<file path="src/rtl/sram_ctrl_if.sv">
// Bus between the MEM-stage pipeline, the SRAM controller and the external
// 16-bit SRAM. The controller uses the slave modport; the pipeline side uses master.
interface sram_ctrl_if;
  logic        wr_en;
  logic        rd_en;
  logic [31:0] address;
  logic [31:0] write_data;
  logic [31:0] read_data;
  logic        ready;
  logic [17:0] sram_addr;
  logic [15:0] sram_dq_out;
  logic        sram_dq_oe;
  logic [15:0] sram_dq_in;
  logic        sram_we_n;

  modport master (
    output wr_en, rd_en, address, write_data, sram_dq_in,
    input  read_data, ready, sram_addr, sram_dq_out, sram_dq_oe, sram_we_n
  );

  modport slave (
    input  wr_en, rd_en, address, write_data, sram_dq_in,
    output read_data, ready, sram_addr, sram_dq_out, sram_dq_oe, sram_we_n
  );
endinterface

</file>
<file path="src/rtl/sram_ctrl.sv">
// Splits each 32-bit pipeline access into two 16-bit SRAM half-accesses
// (low half, then high half), each lasting WAIT_CYCLES clock cycles.
module sram_ctrl #(
  parameter int          WAIT_CYCLES = 5,
  parameter logic [31:0] ADDR_BASE   = 32'd1024
) (
  input logic         clk,
  input logic         rst_n,
  sram_ctrl_if.slave  bus
);

  localparam logic [1:0] IDLE = 2'd0;
  localparam logic [1:0] LOW  = 2'd1;
  localparam logic [1:0] HIGH = 2'd2;
  localparam logic [1:0] DONE = 2'd3;

  localparam logic [3:0] LAST = 4'(WAIT_CYCLES - 1);

  logic [1:0]  state_reg, state_next;
  logic [3:0]  cnt_reg;
  logic [31:0] addr_reg;
  logic [31:0] data_reg;
  logic        wr_reg;
  logic [31:0] read_data_reg;

  logic        request;
  logic        in_phase;
  logic        phase_end;
  logic [16:0] word_idx;

  assign request   = bus.wr_en | bus.rd_en;
  assign in_phase  = (state_reg == LOW) || (state_reg == HIGH);
  assign phase_end = in_phase && (cnt_reg == LAST);
  // Address arithmetic wraps modulo 2^32; out-of-range words alias silently.
  assign word_idx  = 17'((addr_reg - ADDR_BASE) >> 2);

  always_comb begin
    state_next = state_reg;
    case (state_reg)
      IDLE:    if (request)   state_next = LOW;
      LOW:     if (phase_end) state_next = HIGH;
      HIGH:    if (phase_end) state_next = DONE;
      DONE:    state_next = IDLE;
      default: state_next = IDLE;
    endcase
  end

  always_ff @(posedge clk or negedge rst_n) begin
    if (!rst_n) begin
      state_reg     <= IDLE;
      cnt_reg       <= 4'd0;
      addr_reg      <= 32'd0;
      data_reg      <= 32'd0;
      wr_reg        <= 1'b0;
      read_data_reg <= 32'd0;
    end else begin
      state_reg <= state_next;
      cnt_reg   <= (in_phase && !phase_end) ? cnt_reg + 4'd1 : 4'd0;

      // Simultaneous wr_en and rd_en resolves to a write.
      if (state_reg == IDLE && request) begin
        addr_reg <= bus.address;
        data_reg <= bus.write_data;
        wr_reg   <= bus.wr_en;
      end

      if (!wr_reg && phase_end) begin
        if (state_reg == LOW) read_data_reg[15:0]  <= bus.sram_dq_in;
        else                  read_data_reg[31:16] <= bus.sram_dq_in;
      end
    end
  end

  always_comb begin
    bus.sram_addr   = 18'd0;
    bus.sram_dq_out = 16'd0;
    bus.sram_dq_oe  = 1'b0;
    bus.sram_we_n   = 1'b1;
    if (in_phase) begin
      bus.sram_addr = {word_idx, state_reg == HIGH};
      if (wr_reg) begin
        bus.sram_dq_out = (state_reg == HIGH) ? data_reg[31:16] : data_reg[15:0];
        bus.sram_dq_oe  = 1'b1;
        // Strobe rises on the final cycle so the SRAM commits with data still stable.
        bus.sram_we_n   = phase_end;
      end
    end
  end

  assign bus.read_data = read_data_reg;
  assign bus.ready     = !request || (state_reg == DONE);

endmodule

</file>
<file path="src/flat_wrapper.sv">
// flat-port wrapper written by rule: the top's interface ports become plain ports
module sram_ctrl_flat 
#(
  parameter int          WAIT_CYCLES = 5,
  parameter logic [31:0] ADDR_BASE   = 32'd1024
)
  (clk, rst_n, bus_wr_en, bus_rd_en, bus_address, bus_write_data, bus_sram_dq_in, bus_read_data, bus_ready, bus_sram_addr, bus_sram_dq_out, bus_sram_dq_oe, bus_sram_we_n);
  sram_ctrl_if bus_i ();
  input logic clk;
  input logic rst_n;
  input wire logic [$bits(bus_i.wr_en)-1:0] bus_wr_en;
  input wire logic [$bits(bus_i.rd_en)-1:0] bus_rd_en;
  input wire logic [$bits(bus_i.address)-1:0] bus_address;
  input wire logic [$bits(bus_i.write_data)-1:0] bus_write_data;
  input wire logic [$bits(bus_i.sram_dq_in)-1:0] bus_sram_dq_in;
  output wire logic [$bits(bus_i.read_data)-1:0] bus_read_data;
  output wire logic [$bits(bus_i.ready)-1:0] bus_ready;
  output wire logic [$bits(bus_i.sram_addr)-1:0] bus_sram_addr;
  output wire logic [$bits(bus_i.sram_dq_out)-1:0] bus_sram_dq_out;
  output wire logic [$bits(bus_i.sram_dq_oe)-1:0] bus_sram_dq_oe;
  output wire logic [$bits(bus_i.sram_we_n)-1:0] bus_sram_we_n;
  assign bus_i.wr_en = bus_wr_en;
  assign bus_i.rd_en = bus_rd_en;
  assign bus_i.address = bus_address;
  assign bus_i.write_data = bus_write_data;
  assign bus_i.sram_dq_in = bus_sram_dq_in;
  assign bus_read_data = bus_i.read_data;
  assign bus_ready = bus_i.ready;
  assign bus_sram_addr = bus_i.sram_addr;
  assign bus_sram_dq_out = bus_i.sram_dq_out;
  assign bus_sram_dq_oe = bus_i.sram_dq_oe;
  assign bus_sram_we_n = bus_i.sram_we_n;
  sram_ctrl #(.WAIT_CYCLES(WAIT_CYCLES), .ADDR_BASE(ADDR_BASE)) u_core (.clk(clk), .rst_n(rst_n), .bus(bus_i));
endmodule
</file>
<file path="config.mk">
export PLATFORM = sky130hd
export DESIGN_NAME = sram_ctrl_flat
export DESIGN_NICKNAME = d
export VERILOG_FILES = /design/src/rtl/sram_ctrl_if.sv /design/src/rtl/sram_ctrl.sv /design/src/flat_wrapper.sv
export SDC_FILE = /design/constraint.sdc
export NUM_CORES = 1
export LEC_CHECK = 0
export ABC_CLOCK_PERIOD_IN_PS = 3550
export CORE_ASPECT_RATIO = 1.5
export CORE_MARGIN = 2
export CORE_UTILIZATION = 47
export DETAILED_ROUTE_END_ITERATION = 8
export PLACE_DENSITY = 0.82
export SYNTH_ARGS = -nofsm -noshare
export SYNTH_HDL_FRONTEND = slang
export SYNTH_SLANG_ARGS = --single-unit
</file>
<file path="constraint.sdc">
create_clock -name clk -period 3.55 [get_ports clk]
set_input_delay 0.71 -clock clk [delete_from_list [all_inputs] [get_ports clk]]
set_output_delay 0.71 -clock clk [all_outputs]
set_load 0.02 [all_outputs]
</file>
==> flow_metrics.tcl, run 1 <==
set metrics [dict create \
    finalClockSkew_ns 0.00362 \
    arrival_ns 2.61 \
    vias_per_cell 5.08 \
    worstHoldPathCells 1 \
    reg2reg_depth 6 \
    setup_viol_count_final 0 \
    final_cells 536 \
    firstDrtPassIters 4 \
    ant_nets 0 \
    crit_chain "or4_4 -> or4_1 -> a21boi_1 -> clkdlybuf4s50_1" \
    worstPathRequired_ns 2.84 \
    cts_sinks 88 \
    reg2reg_from "u_core.state_reg[0]" \
    synth-main-ff-cell "dfrtp_1" \
    dp_hpwl_um 6250 \
    yosysMostFrequentCell "dfrtp_1" \
    cap_viol_max_count 0 \
    path_class "flop to output port" \
    drt_wl_total_um 8950 \
    grt_pass1_wl_um 13900 \
    max_slew.worst_pin.slew_ns 1.10 \
    yosysTopAreaCellShare 0.557 \
    synth_cell_types 35 \
    die_h_um 116 \
    globalRouteOverflowTotal 0 \
    core-area_mm2 0.00831 \
    h-tree-depth 3 \
    finalCritPeriodShare 0.934 \
    leakage_nw 2.42 \
    fin_setup_tns_ns 0 \
    globalplace.congestion 0.752 \
    max_clock_freq_mhz 302 \
    max_slew_margin 0.270 \
    status "complete, no violations" \
    die_w_um 78.9 \
    clk_latency_ns 0.33 \
    synthArstFlopShare 1.00 \
    cp_num_buf_inv 1 \
    num_vias 2725 \
    holdPathEnd "u_core.cnt_reg[0]" \
    syn_inst 287 \
    cts_resized 0 \
    post-route-min-period_ns 3.32 \
    rrSetupSlack_ns 1.06 \
    hold_buffers 0 \
    clockBufferDepth 2 \
    route.detailed.drc 0 \
    yosysSeqAreaShare 0.557 \
    hp-class "flop to flop" \
    post_cts_buffers 0 \
    yosys.area.top_type "dfrtp_1" \
    cp_top_family "simple AND/OR/NAND/NOR gates" \
    startpoint_type "flop" \
    first_iter_violations 164 \
    grt_max_degree 89 \
    synth_seq_cells 88 \
    clkTransAtPathRegs_ns 0.06 \
    syn_nets 378 \
    synth_edf_count 0 \
    drive_above_1_share 0.247 \
    ir_worst_vdd_v 0.000535 \
    clockRootBuffer "clkbuf_16" \
    syn_avg_cell_area_um2 13.8 \
    rsz0062_at_grt "false" \
    dieArea_mm2 0.00917 \
    antenna_cells 0 \
    worst_setup_path_end_kind "output port" \
    synth.cell_area_mm2 0.00395 \
    start_util 0.475 \
    ios 153 \
    areaGrowthSynthToFinish_pct 44.3 \
    tritoncts.num_buffers 9 \
    setup_slack_ns 0.233 \
    wl_per_cell_um 16.7 \
    grt_pass1_vias 2812 \
    synthTopCellsByArea "dfrtp_1, mux2_2, mux2i_1" \
    netlist_top_cells_count "dfrtp_1, mux2_2, nor2_1" \
    nets 517 \
    grt_usage 0.200 \
    portBuffers 137 \
    cpPeakStageDelay_ns 0.62 \
    dp_cells 522 \
    finalHoldViolCount 0 \
    slew_violations 0 \
    utilization 0.686 \
    r2r-end "u_core.bus.read_data[29]" \
    cts_tree "built" \
    power.density_mw_per_mm2 1020 \
    holdCritStartpoint "u_core.cnt_reg[0]" \
    rows 41 \
    dp_slack_ns 0.605 \
    antenna_found_initial 0 \
    crit_slowest_cell "clkdlybuf4s50_1" \
    ys_warn_count 0 \
    critPathMaxFanout 5 \
]
==> through the flow <==
step / power [mW] / instance area, um2 / hold WS [ns]
floorplan: 3.63 / 3950 / 0.414
global placement: 4.89 / 5440 / 0.471
detailed placement: 4.99 / 5440 / 0.481
CTS: 5.85 / 5700 / 0.489
global route: 6.13 / 5700 / 0.513
finish: 5.80 / 5700 / 0.491
==> cells by family after synthesis <==
| group | after synthesis | synth area share |
|---|---|---|
| AO/OA/AOI/OAI | 12 | 0.0212 |
| XOR/XNOR | 3 | 0.00665 |
| adder cells (fa/ha/maj) | 7 | 0.0222 |
| buffers and inverters | 20 | 0.0260 |
| flip-flops | 88 | 0.557 |
| multiplexers | 99 | 0.286 |
| AND/OR/NAND/NOR | 58 | 0.0801 |
==> final cells by class <==
cell class                      instances  area [um2]
Multi-Input combinational cell        179        1660
Tap cell                              107         134
Clock buffer                           13         250
Fill cell                             645        2610
Clock inverter                          1        5.00
Inverter                                7        26.3
Timing Repair Buffer                  141        1420
Sequential cell                        88        2200
==> per-layer routing <==
layer / wire length (um) / vias to the layer above / GRT usage / share of wire
li1: - / 1274 / - / -
met1: 3460 / 1351 / 0.223 / 0.39
met2: 4820 / 79 / 0.366 / 0.54
met3: 383 / 21 / 0.0332 / 0.043
met4: 285 / 0 / 0.101 / 0.032
met5: 0 / - / 0 / 0
==> cell usage in the layout (no fill, tap or decap), types with 3 or more instances in the layout <==
cell type,count
nand2_1,7
ha_1,7
nand2b_1,3
mux2_4,10
clkbuf_1,3
inv_1,7
a21boi_0,4
clkdlybuf4s50_1,136
nor2_1,22
dfrtp_1,88
and2_1,9
mux2i_1,17
clkbuf_16,9
mux2_2,72
buf_4,3
==> power by group <==
| part | internal (mW) | total [mW] | switching [mW] |
|---|---|---|---|
| logic | 1.68 | 3.14 | 1.46 |
| registers | 1.52 | 1.82 | 0.303 |
| clock network | 0.485 | 0.838 | 0.353 |
| total | 3.68 | 5.80 | 2.11 |
==> worst max-delay path by stage <==
stage / start / endpoint / slack [ns] / cells after the start
detailed placement: u_core.addr_reg[10] / bus_sram_addr[15] / 0.60 / 6
floorplan: u_core.addr_reg[15] / bus_sram_addr[16] / 0.98 / 3
CTS: u_core.addr_reg[10] / bus_sram_addr[15] / 0.23 / 6
global route: u_core.addr_reg[10] / bus_sram_addr[15] / 0.15 / 6
finish: u_core.addr_reg[15] / bus_sram_addr[17] / 0.23 / 4
global placement: u_core.addr_reg[15] / bus_sram_addr[17] / 0.67 / 4
(Power assumes the default switching activity.)
==> inputs of run 2 (changes only) <==
- RECOVER_POWER: unset -> 100
==> flow_metrics.tcl, run 2 (synthesized netlist as in run 1, its figures left out) <==
set metrics [dict create \
    r2r-end "u_core.bus.read_data[15]" \
    clk_latency_ns 0.33 \
    slew_violations 99 \
    clkTransAtPathRegs_ns 0.06 \
    post_cts_buffers 0 \
    grt_max_degree 89 \
    cts_resized 0 \
    endpoint "bus_sram_addr[17]" \
    clockRootBuffer "clkbuf_16" \
    die_w_um 78.9 \
    start_util 0.475 \
    path_class "flop to output port" \
    setup_slack_ns 0.181 \
    hp-class "flop to flop" \
    tritoncts.num_buffers 9 \
    num_vias 2710 \
    dp_slack_ns 0.605 \
    power.density_mw_per_mm2 982 \
    combPwrFrac 0.522 \
    reg2reg_depth 7 \
    post-route-min-period_ns 3.37 \
    h-tree-depth 3 \
    leakage_nw 2.44 \
    grt_pass1_vias 2812 \
    finalClockSkew_ns 0.00431 \
    antenna_found_initial 0 \
    p_int_mw 3.46 \
    power.switching_mw 2.08 \
    reg2reg_from "u_core.state_reg[0]" \
    firstDrtPassIters 4 \
    nets 517 \
    grt_usage 0.200 \
    antenna_cells 0 \
    route.detailed.drc 0 \
    cts_tree "built" \
    cap_viol_max_count 2 \
    drive_above_1_share 0.210 \
    grt_pass1_wl_um 13900 \
    worstPathRequired_ns 2.84 \
    max_slew_margin -0.429 \
    die_h_um 116 \
    areaGrowthSynthToFinish_pct 42.6 \
    setup.worst_path.start "u_core.addr_reg[15]" \
    power_frac_clock 0.151 \
    max_slew.worst_pin.slew_ns 2.14 \
    dp_hpwl_um 6250 \
    globalRouteOverflowTotal 0 \
    dieArea_mm2 0.00917 \
    pwr-share-seq 0.327 \
    arrival_ns 2.66 \
    mostFrequentLayoutCell "dfrtp_1" \
    max_clock_freq_mhz 297 \
    critPathMaxFanout 5 \
    wl_per_cell_um 16.6 \
    clockBufferDepth 2 \
    rrSetupSlack_ns 0.81 \
    first_iter_violations 170 \
    wl_met3_um 383 \
    globalplace.congestion 0.752 \
    violations "capacitance limit, slew limit" \
    worst_setup_path_end_kind "output port" \
    hold_buffers 0 \
    status "finished, violations left" \
    utilization 0.678 \
    wl_met1_um 3420 \
    portBuffers 137 \
    sw_frac_of_total 0.375 \
    core-area_mm2 0.00831 \
    top_layer "met4" \
    vias_per_cell 5.06 \
    finalHoldViolCount 0 \
    setup_viol_count_final 0 \
    fin_setup_tns_ns 0 \
    ir_worst_vdd_v 0.000511 \
    startpoint_type "flop" \
    rsz0062_at_grt "false" \
    cts_sinks 88 \
    ant_nets 0 \
    ios 153 \
    layout_common_cells "dfrtp_1, mux2_2, dlygate4sd3_1" \
    met2_length_um 4810 \
    rows 41 \
    finalCritPeriodShare 0.949 \
    drt_wl_total_um 8900 \
]
==> run 2: cell types whose count changed in the layout (fill, tap and decap cells not counted), moves of 2 or more <==
cell	previous run	this run
clkdlybuf4s50_1	136	66
dlygate4sd3_1	0	70
mux2_1	0	12
mux2_4	10	0
buf_4	3	1
mux2_2	72	70
==> run 2: routing by layer <==
metal | vias to the layer above | GRT usage
li1 | 1270 | -
met1 | 1339 | 0.223
met2 | 78 | 0.366
met3 | 23 | 0.0332
met4 | 0 | 0.101
met5 | - | 0
==> run 2: cell type report <==
type,count,area (um2)
Timing Repair Buffer,141,1420
Sequential cell,88,2200
Multi-Input combinational cell,179,1600
Clock buffer,13,250
Clock inverter,1,5.00
Tap cell,107,134
Fill cell,659,2680
Inverter,7,26.3
==> run 2: how the worst min path moves through the flow <==
stage / slack [ns] / start / end / cells after the start
6_report: 0.49 / u_core.bus.read_data[27] / u_core.bus.read_data[27] / 1
5_1_grt: 0.51 / u_core.bus.read_data[30] / u_core.bus.read_data[30] / 1
4_1_cts: 0.49 / u_core.cnt_reg[0] / u_core.cnt_reg[0] / 1
3_5_place_dp: 0.48 / u_core.cnt_reg[0] / u_core.cnt_reg[0] / 1
3_3_place_gp: 0.47 / u_core.cnt_reg[0] / u_core.cnt_reg[0] / 1
2_1_floorplan: 0.41 / rst_n / u_core.addr_reg[10] / 0
==> run 2: power groups by stage <==
stage	clock network (mW)	logic (mW)	registers (mW)
6_report	0.837	2.89	1.81
5_1_grt	0.894	3.10	1.88
4_1_cts	0.855	3.18	1.82
3_5_place_dp	0	3.16	1.83
3_3_place_gp	0	3.09	1.80
2_1_floorplan	0	1.64	2.00
==> run 2: through the flow <==
step / power, mW / area [um2] / hold WS [ns] / std cells
floorplan: 3.63 / 3950 / 0.414 / 287
global placement: 4.89 / 5440 / 0.471 / 522
detailed placement: 4.99 / 5440 / 0.481 / 522
CTS: 5.85 / 5700 / 0.489 / 536
global route: 5.87 / 5630 / 0.512 / 536
finish: 5.53 / 5630 / 0.488 / 536
==> run 2: worst max-delay path: stages (launching register included) <==
cell	delay, ns
dfrtp_1	0.42
or4_4	0.57
or4_1	0.50
a21boi_1	0.16
dlygate4sd3_1	0.68
==> inputs of run 3 (changes only) <==
- ABC_CLOCK_PERIOD_IN_PS: 3550 -> 3700
- CORE_UTILIZATION: 47 -> 44
- PLACE_DENSITY: 0.82 -> 0.77
- clock period: 3.55 -> 3.7 ns (I/O delays scaled with it)
==> flow_metrics.tcl, run 3 (synthesized netlist as in run 1, its figures left out) <==
set metrics [dict create \
    portBuffers 137 \
    layout_common_cells "dfrtp_1, mux2_2, clkdlybuf4s50_1, dlygate4sd3_1, nor2_1" \
    dp_hpwl_um 6160 \
    slew_violations 89 \
    clockBufferDepth 2 \
    setup_viol_count_final 0 \
    grt_pass1_wl_um 13900 \
    cap_viol_max_count 1 \
    max_clock_freq_mhz 288 \
    fin_setup_tns_ns 0 \
    finalClockSkew_ns 0.00735 \
    h-tree-depth 3 \
    worst_setup_path_end_kind "output port" \
    violations "capacitance limit, slew limit" \
    rsz0062_at_grt "false" \
    core-area_mm2 0.00878 \
    max_slew_margin -0.429 \
    dieArea_mm2 0.00977 \
    critPathMaxFanout 19 \
    post-route-min-period_ns 3.48 \
    vias_per_cell 5.08 \
    sw_frac_of_total 0.373 \
    globalplace.congestion 0.825 \
    path_class "flop to output port" \
    antenna_found_initial 0 \
    use_met3 0.0263 \
    rows 42 \
    grt_use_met2 0.321 \
    wl_per_cell_um 15.8 \
    grt_pass1_vias 2829 \
    hp-class "flop to flop" \
    die_w_um 81.4 \
    die_h_um 120 \
    ios 153 \
    holdCritStartpoint "u_core.bus.read_data[30]" \
    num_vias 2740 \
    post_cts_buffers 0 \
    grt_max_degree 89 \
    first_iter_violations 131 \
    globalRoute.busiestLayer "met2" \
    cts_resized 0 \
    pwr-share-seq 0.326 \
    reg2reg_from "u_core.state_reg[0]" \
    power.switching_mw 1.97 \
    power_frac_clock 0.156 \
    firstDrtPassIters 4 \
    cts_sinks 88 \
    finalHoldViolCount 0 \
    areaGrowthSynthToFinish_pct 42.2 \
    fillCellCount 684 \
    grt_util_met1 0.219 \
    setup.worst_path.start "u_core.state_reg[0]" \
    hold_buffers 0 \
    clk_latency_ns 0.33 \
    power.density_mw_per_mm2 942 \
    combPwrFrac 0.517 \
    ir_worst_vdd_v 0.000481 \
    globalRouteOverflowTotal 0 \
    finalCritPeriodShare 0.940 \
    cts_tree "built" \
    clkTransAtPathRegs_ns 0.06 \
    holdWs_ns 0.485 \
    route.detailed.drc 0 \
    grt_usage 0.188 \
    leakage_nw 2.44 \
    start_util 0.450 \
    mostFrequentLayoutCell "dfrtp_1" \
    max_slew.worst_pin.slew_ns 2.14 \
    antenna_cells 0 \
    clockRootBuffer "clkbuf_16" \
    ant_nets 0 \
    nets 516 \
    drive_above_1_share 0.221 \
    status "finished, violations left" \
    arrival_ns 2.74 \
    tritoncts.num_buffers 9 \
    startpoint_type "flop" \
    drt_wl_total_um 8540 \
    p_int_mw 3.32 \
    worstPathRequired_ns 2.96 \
]
-- run 3: cell count changes in the layout (fill, tap and decap cells not counted) --
cell,delta
clkbuf_1,-3
clkinv_2,+3
buf_12,-2
clkdlybuf4s50_1,+2
dlygate4sd3_1,-2
mux2_1,-2
mux2_2,+2
clkbuf_2,+1
clkbuf_8,+1
-- run 3: path summary, 6_finish.rpt --
path,slack (ns),endpoint,cells past startpoint
min in group asynchronous,1.03,u_core.bus.read_data[31],1
min,0.49,u_core.bus.read_data[30],1
min reg2reg,0.49,u_core.bus.read_data[30],1
max in group asynchronous,1.41,u_core.addr_reg[18],1
max reg2reg,0.72,u_core.bus.read_data[1],6
max,0.22,bus_sram_dq_out[5],5
-- run 3: routing by layer --
metal  up-vias  part of all wire
li1       1275                 -
met1      1365              0.38
met2        78              0.54
met3        22             0.039
met4         0             0.039
met5         -                 0
-- run 3: through the flow --
step	worst slack, ns	area, um2	cells	util	total power [mW]
4_1_cts	0.219	5690	539	0.648	5.59
3_3_place_gp	0.613	5410	524	0.617	4.67
6_report	0.224	5620	539	0.640	5.29
3_5_place_dp	0.615	5410	524	0.617	4.75
5_1_grt	0.0435	5620	539	0.640	5.64
2_1_floorplan	1.10	3950	287	-	3.49
-- run 3: power groups by stage --
| stage | logic [mW] | registers [mW] | clock network (mW) |
|---|---|---|---|
| 5_1_grt | 2.96 | 1.79 | 0.894 |
| 6_report | 2.74 | 1.73 | 0.827 |
| 4_1_cts | 3.01 | 1.74 | 0.850 |
| 2_1_floorplan | 1.57 | 1.92 | 0 |
| 3_5_place_dp | 2.99 | 1.76 | 0 |
| 3_3_place_gp | 2.95 | 1.72 | 0 |
-- run 3: cell type report --
cell class              instances  area [um2]  area share
clock buffers                  11         253      0.0450
clock inverters                 4        20.0     0.00356
inverters                       7        26.3     0.00468
multi-input cells             179        1600       0.284
flip-flops and latches         88        2200       0.392
well taps                     110         138      0.0245
repair buffers                140        1380       0.246
-- run 3: worst max-delay path, cell delays in order (launching register included) --
cell and delay, ns:
dfrtp_1 0.41, inv_1 0.10, ha_1 0.90, mux2i_1 0.18
nor2_1 0.13, dlygate4sd3_1 0.68
